$ cat config.mk
export PLATFORM = sky130hd
export DESIGN_NAME = datapath_controller_flat
export DESIGN_NICKNAME = d
export VERILOG_FILES = /design/src/rtl/datapath_ctrl_pkg.sv /design/src/rtl/datapath_controller_if.sv /design/src/rtl/datapath_ctrl_outdec.sv /design/src/rtl/vDFF.sv /design/src/rtl/datapath_controller.sv /design/src/flat_wrapper.sv
export SDC_FILE = /design/constraint.sdc
export NUM_CORES = 1
export LEC_CHECK = 0
export ABC_AREA = 1
export BUFFER_PORTS_ARGS = -buffer_cell sky130_fd_sc_hd__buf_2
export CAP_MARGIN = 20
export CORE_AREA = 2 2 39 41
export DETAILED_ROUTE_END_ITERATION = 8
export DIE_AREA = 0 0 41 43
export GPL_ROUTABILITY_DRIVEN = 0
export GPL_TIMING_DRIVEN = 0
export PLACE_DENSITY = 0.59
export SLEW_MARGIN = 20
export SYNTH_ARGS = -nofsm -noshare
export SYNTH_HDL_FRONTEND = slang
export SYNTH_SLANG_ARGS = --single-unit
export TNS_END_PERCENT = 50
$ cat constraint.sdc
create_clock -name clk -period 0.9 [get_ports clk]
set_input_delay 0.135 -clock clk [delete_from_list [all_inputs] [get_ports clk]]
set_output_delay 0.135 -clock clk [all_outputs]
set_load 0.01 [all_outputs]
$ cat src/rtl/datapath_ctrl_pkg.sv
// Shared encodings for the datapath controller: state codes, instruction fields,
// register-select and write-source encodings, and the decoded control word.
package datapath_ctrl_pkg;

  localparam int NSEL_W = 3;

  typedef logic [3:0] state_t;

  localparam state_t S_WAIT     = 4'd0;
  localparam state_t S_DECODE   = 4'd1;
  localparam state_t S_WR_IMM   = 4'd2;
  localparam state_t S_GET_A    = 4'd3;
  localparam state_t S_GET_B    = 4'd4;
  localparam state_t S_EXEC     = 4'd5;
  // EXEC for MOV reg gets its own code so asel stays a pure function of state
  localparam state_t S_EXEC_MOV = 4'd6;
  localparam state_t S_CMP_ST   = 4'd7;
  localparam state_t S_WR_REG   = 4'd8;
  localparam state_t S_HALT     = 4'd9;

  localparam logic [2:0] OPC_MOV = 3'b110;
  localparam logic [2:0] OPC_ALU = 3'b101;

  localparam logic [1:0] OP_ADD    = 2'b00;
  localparam logic [1:0] OP_CMP    = 2'b01;
  localparam logic [1:0] OP_AND    = 2'b10;
  localparam logic [1:0] OP_MVN    = 2'b11;
  localparam logic [1:0] OP_MOVIMM = 2'b10;
  localparam logic [1:0] OP_MOVREG = 2'b00;

  localparam logic [NSEL_W-1:0] NSEL_RN = 3'b100;
  localparam logic [NSEL_W-1:0] NSEL_RD = 3'b010;
  localparam logic [NSEL_W-1:0] NSEL_RM = 3'b001;

  localparam logic [1:0] VSEL_C     = 2'b00;
  localparam logic [1:0] VSEL_PC    = 2'b01;
  localparam logic [1:0] VSEL_IMM8  = 2'b10;
  localparam logic [1:0] VSEL_MDATA = 2'b11;

  typedef struct packed {
    logic              w;
    logic [NSEL_W-1:0] nsel;
    logic [1:0]        vsel;
    logic              loada;
    logic              loadb;
    logic              loadc;
    logic              loads;
    logic              asel;
    logic              bsel;
    logic              write;
    logic              err;
  } ctrl_out_t;

endpackage

$ cat src/rtl/datapath_controller_if.sv
// Instruction-in / datapath-control-out bundle between decoder, controller and datapath.
interface datapath_controller_if;
  import datapath_ctrl_pkg::*;

  logic              s;
  logic [2:0]        opcode;
  logic [1:0]        op;
  logic              w;
  logic [NSEL_W-1:0] nsel;
  logic [1:0]        vsel;
  logic              loada, loadb, loadc, loads;
  logic              asel, bsel;
  logic              write;
  logic              err;

  modport master (
    input  s, opcode, op,
    output w, nsel, vsel, loada, loadb, loadc, loads, asel, bsel, write, err
  );

  modport slave (
    output s, opcode, op,
    input  w, nsel, vsel, loada, loadb, loadc, loads, asel, bsel, write, err
  );
endinterface

$ cat src/rtl/datapath_ctrl_outdec.sv
// Moore output decode: state code in, full datapath control word out.
// DATAPATH_CTRL_ILLEGAL_TRAP_EN adds the HALT decode (err=1); otherwise err is tied 0.
module datapath_ctrl_outdec
  import datapath_ctrl_pkg::*;
(
  input  state_t    state,
  output ctrl_out_t ctl
);
  always_comb begin
    ctl = '0;
    case (state)
      S_WAIT:     ctl.w = 1'b1;
      S_WR_IMM: begin
        ctl.nsel  = NSEL_RN;
        ctl.vsel  = VSEL_IMM8;
        ctl.write = 1'b1;
      end
      S_GET_A: begin
        ctl.nsel  = NSEL_RN;
        ctl.loada = 1'b1;
      end
      S_GET_B: begin
        ctl.nsel  = NSEL_RM;
        ctl.loadb = 1'b1;
      end
      S_EXEC:     ctl.loadc = 1'b1;
      S_EXEC_MOV: begin
        ctl.loadc = 1'b1;
        ctl.asel  = 1'b1;
      end
      S_CMP_ST:   ctl.loads = 1'b1;
      S_WR_REG: begin
        ctl.nsel  = NSEL_RD;
        ctl.vsel  = VSEL_C;
        ctl.write = 1'b1;
      end
`ifdef DATAPATH_CTRL_ILLEGAL_TRAP_EN
      S_HALT:     ctl.err = 1'b1;
`endif
      default:    ctl = '0;
    endcase
  end
endmodule

$ cat src/rtl/vDFF.sv
// Plain n-bit rising-edge flop shared across the codebase; reset is muxed in by the user.
module vDFF #(
  parameter int n = 1
) (
  input  logic         clk,
  input  logic [n-1:0] D,
  output logic [n-1:0] Q
);
  always_ff @(posedge clk) Q <= D;
endmodule

$ cat src/rtl/datapath_controller.sv
// Moore sequencer for one decoded MOV/ALU instruction at a time.
// DATAPATH_CTRL_ILLEGAL_TRAP_EN: illegal codes trap into HALT until reset.
module datapath_controller
  import datapath_ctrl_pkg::*;
(
  input  logic                   clk,
  input  logic                   reset,
  datapath_controller_if.master  bus
);

`ifdef DATAPATH_CTRL_ILLEGAL_TRAP_EN
  localparam state_t ILLEGAL_NEXT = S_HALT;
`else
  localparam state_t ILLEGAL_NEXT = S_WAIT;
`endif

  state_t    state, state_next, state_d;
  ctrl_out_t ctl;

  logic is_mov, is_alu;
  assign is_mov = (bus.opcode == OPC_MOV);
  assign is_alu = (bus.opcode == OPC_ALU);

  // state register: reset mux in front of the shared flop
  assign state_d = reset ? S_WAIT : state_next;

  vDFF #(.n(4)) u_state (
    .clk (clk),
    .D   (state_d),
    .Q   (state)
  );

  always_comb begin
    state_next = S_WAIT;
    case (state)
      S_WAIT:   state_next = bus.s ? S_DECODE : S_WAIT;
      S_DECODE: begin
        if (is_mov && bus.op == OP_MOVIMM)
          state_next = S_WR_IMM;
        else if ((is_mov && bus.op == OP_MOVREG) || (is_alu && bus.op == OP_MVN))
          state_next = S_GET_B;
        else if (is_alu)
          state_next = S_GET_A;
        else
          state_next = ILLEGAL_NEXT;
      end
      S_WR_IMM: state_next = S_WAIT;
      S_GET_A:  state_next = S_GET_B;
      S_GET_B: begin
        if (is_alu && bus.op == OP_CMP) state_next = S_CMP_ST;
        else if (is_mov)                state_next = S_EXEC_MOV;
        else                            state_next = S_EXEC;
      end
      S_EXEC, S_EXEC_MOV: state_next = S_WR_REG;
      S_CMP_ST, S_WR_REG: state_next = S_WAIT;
`ifdef DATAPATH_CTRL_ILLEGAL_TRAP_EN
      S_HALT:   state_next = S_HALT;
`endif
      default:  state_next = S_WAIT;
    endcase
  end

  datapath_ctrl_outdec u_outdec (
    .state (state),
    .ctl   (ctl)
  );

  assign bus.w     = ctl.w;
  assign bus.nsel  = ctl.nsel;
  assign bus.vsel  = ctl.vsel;
  assign bus.loada = ctl.loada;
  assign bus.loadb = ctl.loadb;
  assign bus.loadc = ctl.loadc;
  assign bus.loads = ctl.loads;
  assign bus.asel  = ctl.asel;
  assign bus.bsel  = ctl.bsel;
  assign bus.write = ctl.write;
  assign bus.err   = ctl.err;

endmodule

$ cat src/flat_wrapper.sv
// flat-port wrapper written by rule: the top's interface ports become plain ports
module datapath_controller_flat import datapath_ctrl_pkg::*;
  (clk, reset, bus_s, bus_opcode, bus_op, bus_w, bus_nsel, bus_vsel, bus_loada, bus_loadb, bus_loadc, bus_loads, bus_asel, bus_bsel, bus_write, bus_err);
  datapath_controller_if bus_i ();
  input  logic clk;
  input  logic reset;
  input wire logic [$bits(bus_i.s)-1:0] bus_s;
  input wire logic [$bits(bus_i.opcode)-1:0] bus_opcode;
  input wire logic [$bits(bus_i.op)-1:0] bus_op;
  output wire logic [$bits(bus_i.w)-1:0] bus_w;
  output wire logic [$bits(bus_i.nsel)-1:0] bus_nsel;
  output wire logic [$bits(bus_i.vsel)-1:0] bus_vsel;
  output wire logic [$bits(bus_i.loada)-1:0] bus_loada;
  output wire logic [$bits(bus_i.loadb)-1:0] bus_loadb;
  output wire logic [$bits(bus_i.loadc)-1:0] bus_loadc;
  output wire logic [$bits(bus_i.loads)-1:0] bus_loads;
  output wire logic [$bits(bus_i.asel)-1:0] bus_asel;
  output wire logic [$bits(bus_i.bsel)-1:0] bus_bsel;
  output wire logic [$bits(bus_i.write)-1:0] bus_write;
  output wire logic [$bits(bus_i.err)-1:0] bus_err;
  assign bus_i.s = bus_s;
  assign bus_i.opcode = bus_opcode;
  assign bus_i.op = bus_op;
  assign bus_w = bus_i.w;
  assign bus_nsel = bus_i.nsel;
  assign bus_vsel = bus_i.vsel;
  assign bus_loada = bus_i.loada;
  assign bus_loadb = bus_i.loadb;
  assign bus_loadc = bus_i.loadc;
  assign bus_loads = bus_i.loads;
  assign bus_asel = bus_i.asel;
  assign bus_bsel = bus_i.bsel;
  assign bus_write = bus_i.write;
  assign bus_err = bus_i.err;
  datapath_controller u_core (.clk(clk), .reset(reset), .bus(bus_i));
endmodule
==> out/summary.txt, run 1 <==
Clock power share - 0.395
Layout Nets - 106
First-pass GRT wire length - 1420 um
Final Instance Area - 631 um2
Hold crit path type - input pin to flip-flop
Via/cell ratio - 4.12
Largest net degree at the start of global routing - 6
Syn_area_per_cell - 5.58 um2
Synth area leaders - dfxtp_1 (21%), nand2_1 (17%), nor2_1 (16%), inv_1 (8.9%), buf_4 (5.9%)
Placed Cells - 104
Switching pwr - 0.150 mW
Number of synthesized register bits - 4
Clock Latency Late Sink - 0.23 ns
Wire per inst - 8.34 um
Cells after synthesis - 68
DP Area - 503 um2
CP max FO - 4
Switching power share of the total - 0.276
Crit-path cells - inv_2 -> nand2_4 -> inv_4 -> nand2_2 -> o22ai_2 -> buf_2
Synthesized cell area - 379 um2
Fmax - 836 MHz
Final cell count without fillers - 112
Ant. Diodes - 0
Part of the cycle the worst path needs - 1.33
Area delta synth->final - 66.3%
DIE HEIGHT - 43 um
DRC Markers - 0
Endpoints failing setup - 14
Clk root buf - clkbuf_4
Worst setup SP type - flip-flop
Worst Setup Slack, final - -0.296 ns
Top flop regs - u_core.u_state.Q (4)
Max IR drop VDD - 0.000809 V
Unrepaired setup endpoints after global routing - true
CTS tree - done
Top Ports - 22
Antenna Violating Nets Remaining - 0
Commonest non-fill, non-tap cells in the layout - nand2_1 (15), buf_2 (15), nor2_1 (14)
Max Slew Vio Count - 0
Clk_skew - 0.00245 ns
Fin. Hold Viols - 0
Core area - 1380 um2
Die ar. - 1760 um2
Comb power frac - 0.259
Die W - 41 um
Total CTS buffers - 3
Starting Density - 0.274
CP delay by family, top - flip-flops
Fin crit period - 1.20 ns
Pre-CTS WS - -0.128 ns
GRT overflow - 0
PortBufs - 18
Internal - 0.392 mW
# rows - 14
MaxCap Viol Count - 0
Violated checks - setup timing
Worst Path Required - 0.76 ns
Buf+Inv Stages, Crit Path - 3
Crit end category - primary output
WS Path Type - flip-flop to primary output
Fill count - 141
R2R Setup Slk - -0.11 ns
Antenna violations before repair - 0
Vias in the first global route - 380
Yosys top cell by area - dfxtp_1
Seq pwr share - 0.345
GRT Resource Usage Total - 0.117
Initial drt markers - 4
Top-area cell type share of the netlist area - 0.211
Post-Route WL - 934 um
DR vias - 461
Slowest CP cell - dfxtp_4
Layout cells sized above 1 - 0.542
Leak - 0.346 nW
Pwr Density - 859 nW/um2
Largest register FFs - 4
Synth warn - 0
Outcome - finished with violations
H-tree depth - 1
Sink Count - 4
Hpwl dp - 674 um
# hold bufs at CTS - 0
Distinct cells, synth - 16
Clk slew on worst S/H paths - 0.04 ns
Clock Path Buffers - 2
WP data arrival - 1.06 ns
Delay of the slowest critical-path stage - 0.35 ns
Pre-antenna DRT Iters - 4
Largest reg by FF count - u_core.u_state.Q
Final Core Density - 0.456
Sequential fraction of the synthesis area - 0.211
==> logic make-up (layout without fill, tap and decap cells) <==
| kind of cell | Yosys count | after routing | synth area share |
|---|---|---|---|
| other | 1 | 3 | 0.00989 |
| and+or+nand+nor | 45 | 45 | 0.558 |
| buffers and inverters | 15 | 41 | 0.178 |
| AOI/OAI and AO/OA | 3 | 3 | 0.0429 |
| DFF | 4 | 4 | 0.211 |
==> metrics by stage <==
stage	TNS [ns]	hold WS [ns]	total power, mW
2_1_floorplan	-0.0217	0.204	0.270
3_3_place_gp	-0.532	0.354	0.308
3_5_place_dp	-0.514	0.354	0.309
4_1_cts	-2.86	0.103	0.553
5_1_grt	-3.62	0.109	0.592
6_report	-2.74	0.107	0.542
==> power by group through the flow <==
stage,Sequential (mW),Combinational (mW),Clock [mW]
after floorplan,0.189,0.0810,0
final,0.187,0.141,0.214
after global placement,0.190,0.118,0
after detailed placement,0.190,0.119,0
after global routing,0.188,0.159,0.245
after CTS,0.189,0.139,0.225
==> final cells by class <==
cell class	instances	area (um2)	share of cell area
buffer	3	22.5	0.0357
clock buffer	3	22.5	0.0357
inverter	12	55.1	0.0873
multi-input combinational	51	270	0.429
sequential	4	90.1	0.143
tap	16	20.0	0.0317
timing repair buffer	23	150	0.238
==> final timing paths <==
kind / startpoint / end / cells after the start
worst min register to register: u_core.u_state.Q[2] / u_core.u_state.Q[3] / 2
worst min-delay path: reset / u_core.u_state.Q[2] / 2
worst max-delay path: u_core.u_state.Q[0] / bus_write / 6
worst max register to register: u_core.u_state.Q[3] / u_core.u_state.Q[0] / 8
==> cell usage after synthesis <==
master / instances
nand2_4: 1
inv_1: 9
nor2_1: 16
dfxtp_1: 4
nand2_1: 17
o22ai_1: 1
nand4_1: 2
inv_2: 3
conb_1: 1
a21oi_1: 2
buf_4: 3
nor2_2: 2
nand3_1: 1
nor2_4: 2
nand2_2: 3
nor3_1: 1
==> worst reg2reg max path, stage by stage, from the launching register on <==
cell and delay, ns:
dfxtp_2 0.32, inv_4 0.09, nand2_4 0.08, nor2_4 0.14, buf_6 0.12, nand2_2 0.03
nand2_1 0.06, nor2_1 0.04, nor2_1 0.08
==> timing repair <==
| action | CTS | global route |
|---|---|---|
| buffers inserted | 5 | 0 |
| endpoints found under the setup margin | 14 | 15 |
| hold endpoints to repair | 0 | 0 |
| pin swaps | 5 | 5 |
| resized for setup | 11 | 13 |
==> routing by layer <==
| metal | share of wire | up-vias | wire [um] | track usage |
|---|---|---|---|---|
| met5 | 0 | - | 0 | 0 |
| met4 | 0.020 | 0 | 19 | 0.0600 |
| met3 | 0.051 | 2 | 48 | 0.0314 |
| met2 | 0.52 | 15 | 490 | 0.175 |
| met1 | 0.40 | 188 | 377 | 0.148 |
| li1 | - | 256 | - | - |
No activity file was read; power rests on OpenSTA's default activity.
==> run 2, diff against run 1 <==
--- a/config.mk
+++ b/config.mk
@@ -14,6 +14,7 @@
 export GPL_ROUTABILITY_DRIVEN = 0
 export GPL_TIMING_DRIVEN = 0
 export PLACE_DENSITY = 0.59
+export REMOVE_ABC_BUFFERS = 1
 export SLEW_MARGIN = 20
 export SYNTH_ARGS = -nofsm -noshare
 export SYNTH_HDL_FRONTEND = slang
==> run 2 against run 1 <==
The run still ends with setup timing left. Fmax is 0.17% higher. Setup slack better by 0.0021 ns. Via count fell by 0.22%. Sequential power about the same. Combinational power hardly changed. Die area did not move. Final cell count is 2.7% lower. Critical path depth stayed put. Cell area is 5.2% lower. Power is 1.4% higher. Global-route usage decreased by 0.62 points. Non-clock buffer count down 3.
==> out/summary.txt, run 2 (synthesis gave the netlist of run 1 again) <==
Outcome - finished with violations (unchanged)
Violated checks - setup timing (unchanged)
Crit end category - primary output (unchanged)
Pre-antenna DRT Iters - 2 (was 4)
# rows - 14 (unchanged)
WS Path Type - flip-flop to primary output (unchanged)
Hold crit path type - input pin to flip-flop (unchanged)
Fill count - 160 (was 141)
Clk slew on worst S/H paths - 0.04 ns (about the same)
DR vias - 460 (was 461)
Final Instance Area - 598 um2 (was 631 um2)
Hpwl dp - 668 um (was 674 um)
Clk root buf - clkbuf_4 (unchanged)
WP data arrival - 1.06 ns (about the same)
Pwr Density - 919 nW/um2 (was 859 nW/um2)
H-tree depth - 1 (unchanged)
Worst Path Required - 0.76 ns (about the same)
DP Area - 474 um2 (was 503 um2)
Antenna violations before repair - 0 (unchanged)
Total CTS buffers - 3 (unchanged)
Endpoints failing setup - 14 (unchanged)
Clock Path Buffers - 2 (unchanged)
Starting Density - 0.274 (unchanged)
Clock Latency Late Sink - 0.23 ns (about the same)
Max IR drop VDD - 0.000466 V (was 0.000809 V)
Initial drt markers - 6 (was 4)
Antenna Violating Nets Remaining - 0 (unchanged)
Worst Setup Slack, final - -0.294 ns (was -0.296 ns)
Part of the cycle the worst path needs - 1.33 (about the same)
DIE HEIGHT - 43 um (unchanged)
Largest register FFs - 4 (unchanged)
GRT Resource Usage Total - 0.111 (was 0.117)
Worst hold slack - 0.107 ns (about the same)
Max Slew Vio Count - 0 (unchanged)
MaxCap Viol Count - 0 (unchanged)
Layout Nets - 103 (was 106)
Worst setup SP type - flip-flop (unchanged)
Leak - 0.329 nW (was 0.346 nW)
Top Ports - 22 (unchanged)
Vias in the first global route - 373 (was 380)
CTS tree - done (unchanged)
Clk_skew - 0.00469 ns (was 0.00245 ns)
Commonest non-fill, non-tap cells in the layout - nand2_1 (16), buf_2 (16), nor2_1 (15) (was nand2_1 (15), buf_2 (15), nor2_1 (14))
Sink Count - 4 (unchanged)
Top flop regs - u_core.u_state.Q (4) (unchanged)
Wire per inst - 8.51 um (was 8.34 um)
Via/cell ratio - 4.22 (was 4.12)
Fin. Hold Viols - 0 (unchanged)
Core area - 1380 um2 (unchanged)
Unrepaired setup endpoints after global routing - true (unchanged)
Ant. Diodes - 0 (unchanged)
GRT overflow - 0 (unchanged)
Pre-CTS WS - -0.146 ns (was -0.128 ns)
Die ar. - 1760 um2 (unchanged)
Largest net degree at the start of global routing - 7 (was 6)
Area delta synth->final - 57.8% (was 66.3%)
Die W - 41 um (unchanged)
PortBufs - 18 (unchanged)
Layout cells sized above 1 - 0.516 (was 0.542)
Largest reg by FF count - u_core.u_state.Q (unchanged)
CP max FO - 4 (unchanged)
Multi-input gate area - 269 um2 (was 270 um2)
DRC Markers - 0 (unchanged)
Placed Cells - 101 (was 104)
Final cell count without fillers - 109 (was 112)
First-pass GRT wire length - 1340 um (was 1420 um)
Sequential Area - 87.6 um2 (was 90.1 um2)
Fmax - 837 MHz (was 836 MHz)
Fin crit period - 1.19 ns (was 1.20 ns)
Post-Route WL - 928 um (was 934 um)
-- run 2: per-layer routing --
metal,vias up,GRT usage,wire [um]
li1,245,-,-
met1,198,0.121,377
met2,17,0.172,486
met3,0,0.0471,64
met4,0,0.0600,0
met5,-,0,0
-- run 2: worst paths after layout --
path | from | to | slack [ns] | depth (start not counted)
min reg2reg | u_core.u_state.Q[2] | u_core.u_state.Q[3] | 0.54 | 2
max | u_core.u_state.Q[0] | bus_write | -0.29 | 6
max reg2reg | u_core.u_state.Q[3] | u_core.u_state.Q[2] | -0.14 | 7
min | reset | u_core.u_state.Q[1] | 0.11 | 2
-- run 2: layout make-up --
type / count / share of cell area
Sequential cell: 4 / 0.146
Timing Repair Buffer: 23 / 0.241
Clock buffer: 3 / 0.0377
Tap cell: 16 / 0.0335
Inverter: 12 / 0.0921
Multi-Input combinational cell: 51 / 0.450
-- run 2: repair_timing --
action / in CTS / in global routing
setup endpoints to repair: 14 / 15
gates cloned: 0 / 0
pin swaps: 3 / 8
hold buffers: 0 / 0
resized for setup: 7 / 14
setup buffers: 3 / 2
-- run 2: power breakdown --
group	total, mW	internal [mW]	switching, mW
logic	0.140	0.0617	0.0786
clock network	0.220	0.149	0.0705
registers	0.190	0.183	0.00691
total	0.550	0.393	0.156
-- run 2: per-stage QoR --
| stage | util | power, mW | setup TNS (ns) |
|---|---|---|---|
| after detailed placement | 0.343 | 0.298 | -0.453 |
| after global routing | 0.432 | 0.600 | -4.02 |
| after global placement | 0.343 | 0.296 | -0.485 |
| after CTS | 0.385 | 0.546 | -3.12 |
| after floorplan | - | 0.259 | -0.0500 |
| final | 0.432 | 0.550 | -3.07 |
-- run 2: worst max-delay path: stages (launching register included) --
cell and delay, ns:
dfxtp_4 0.35, inv_4 0.06, nand2_4 0.07, inv_4 0.07
nand2_2 0.06, o22ai_2 0.08, buf_2 0.14
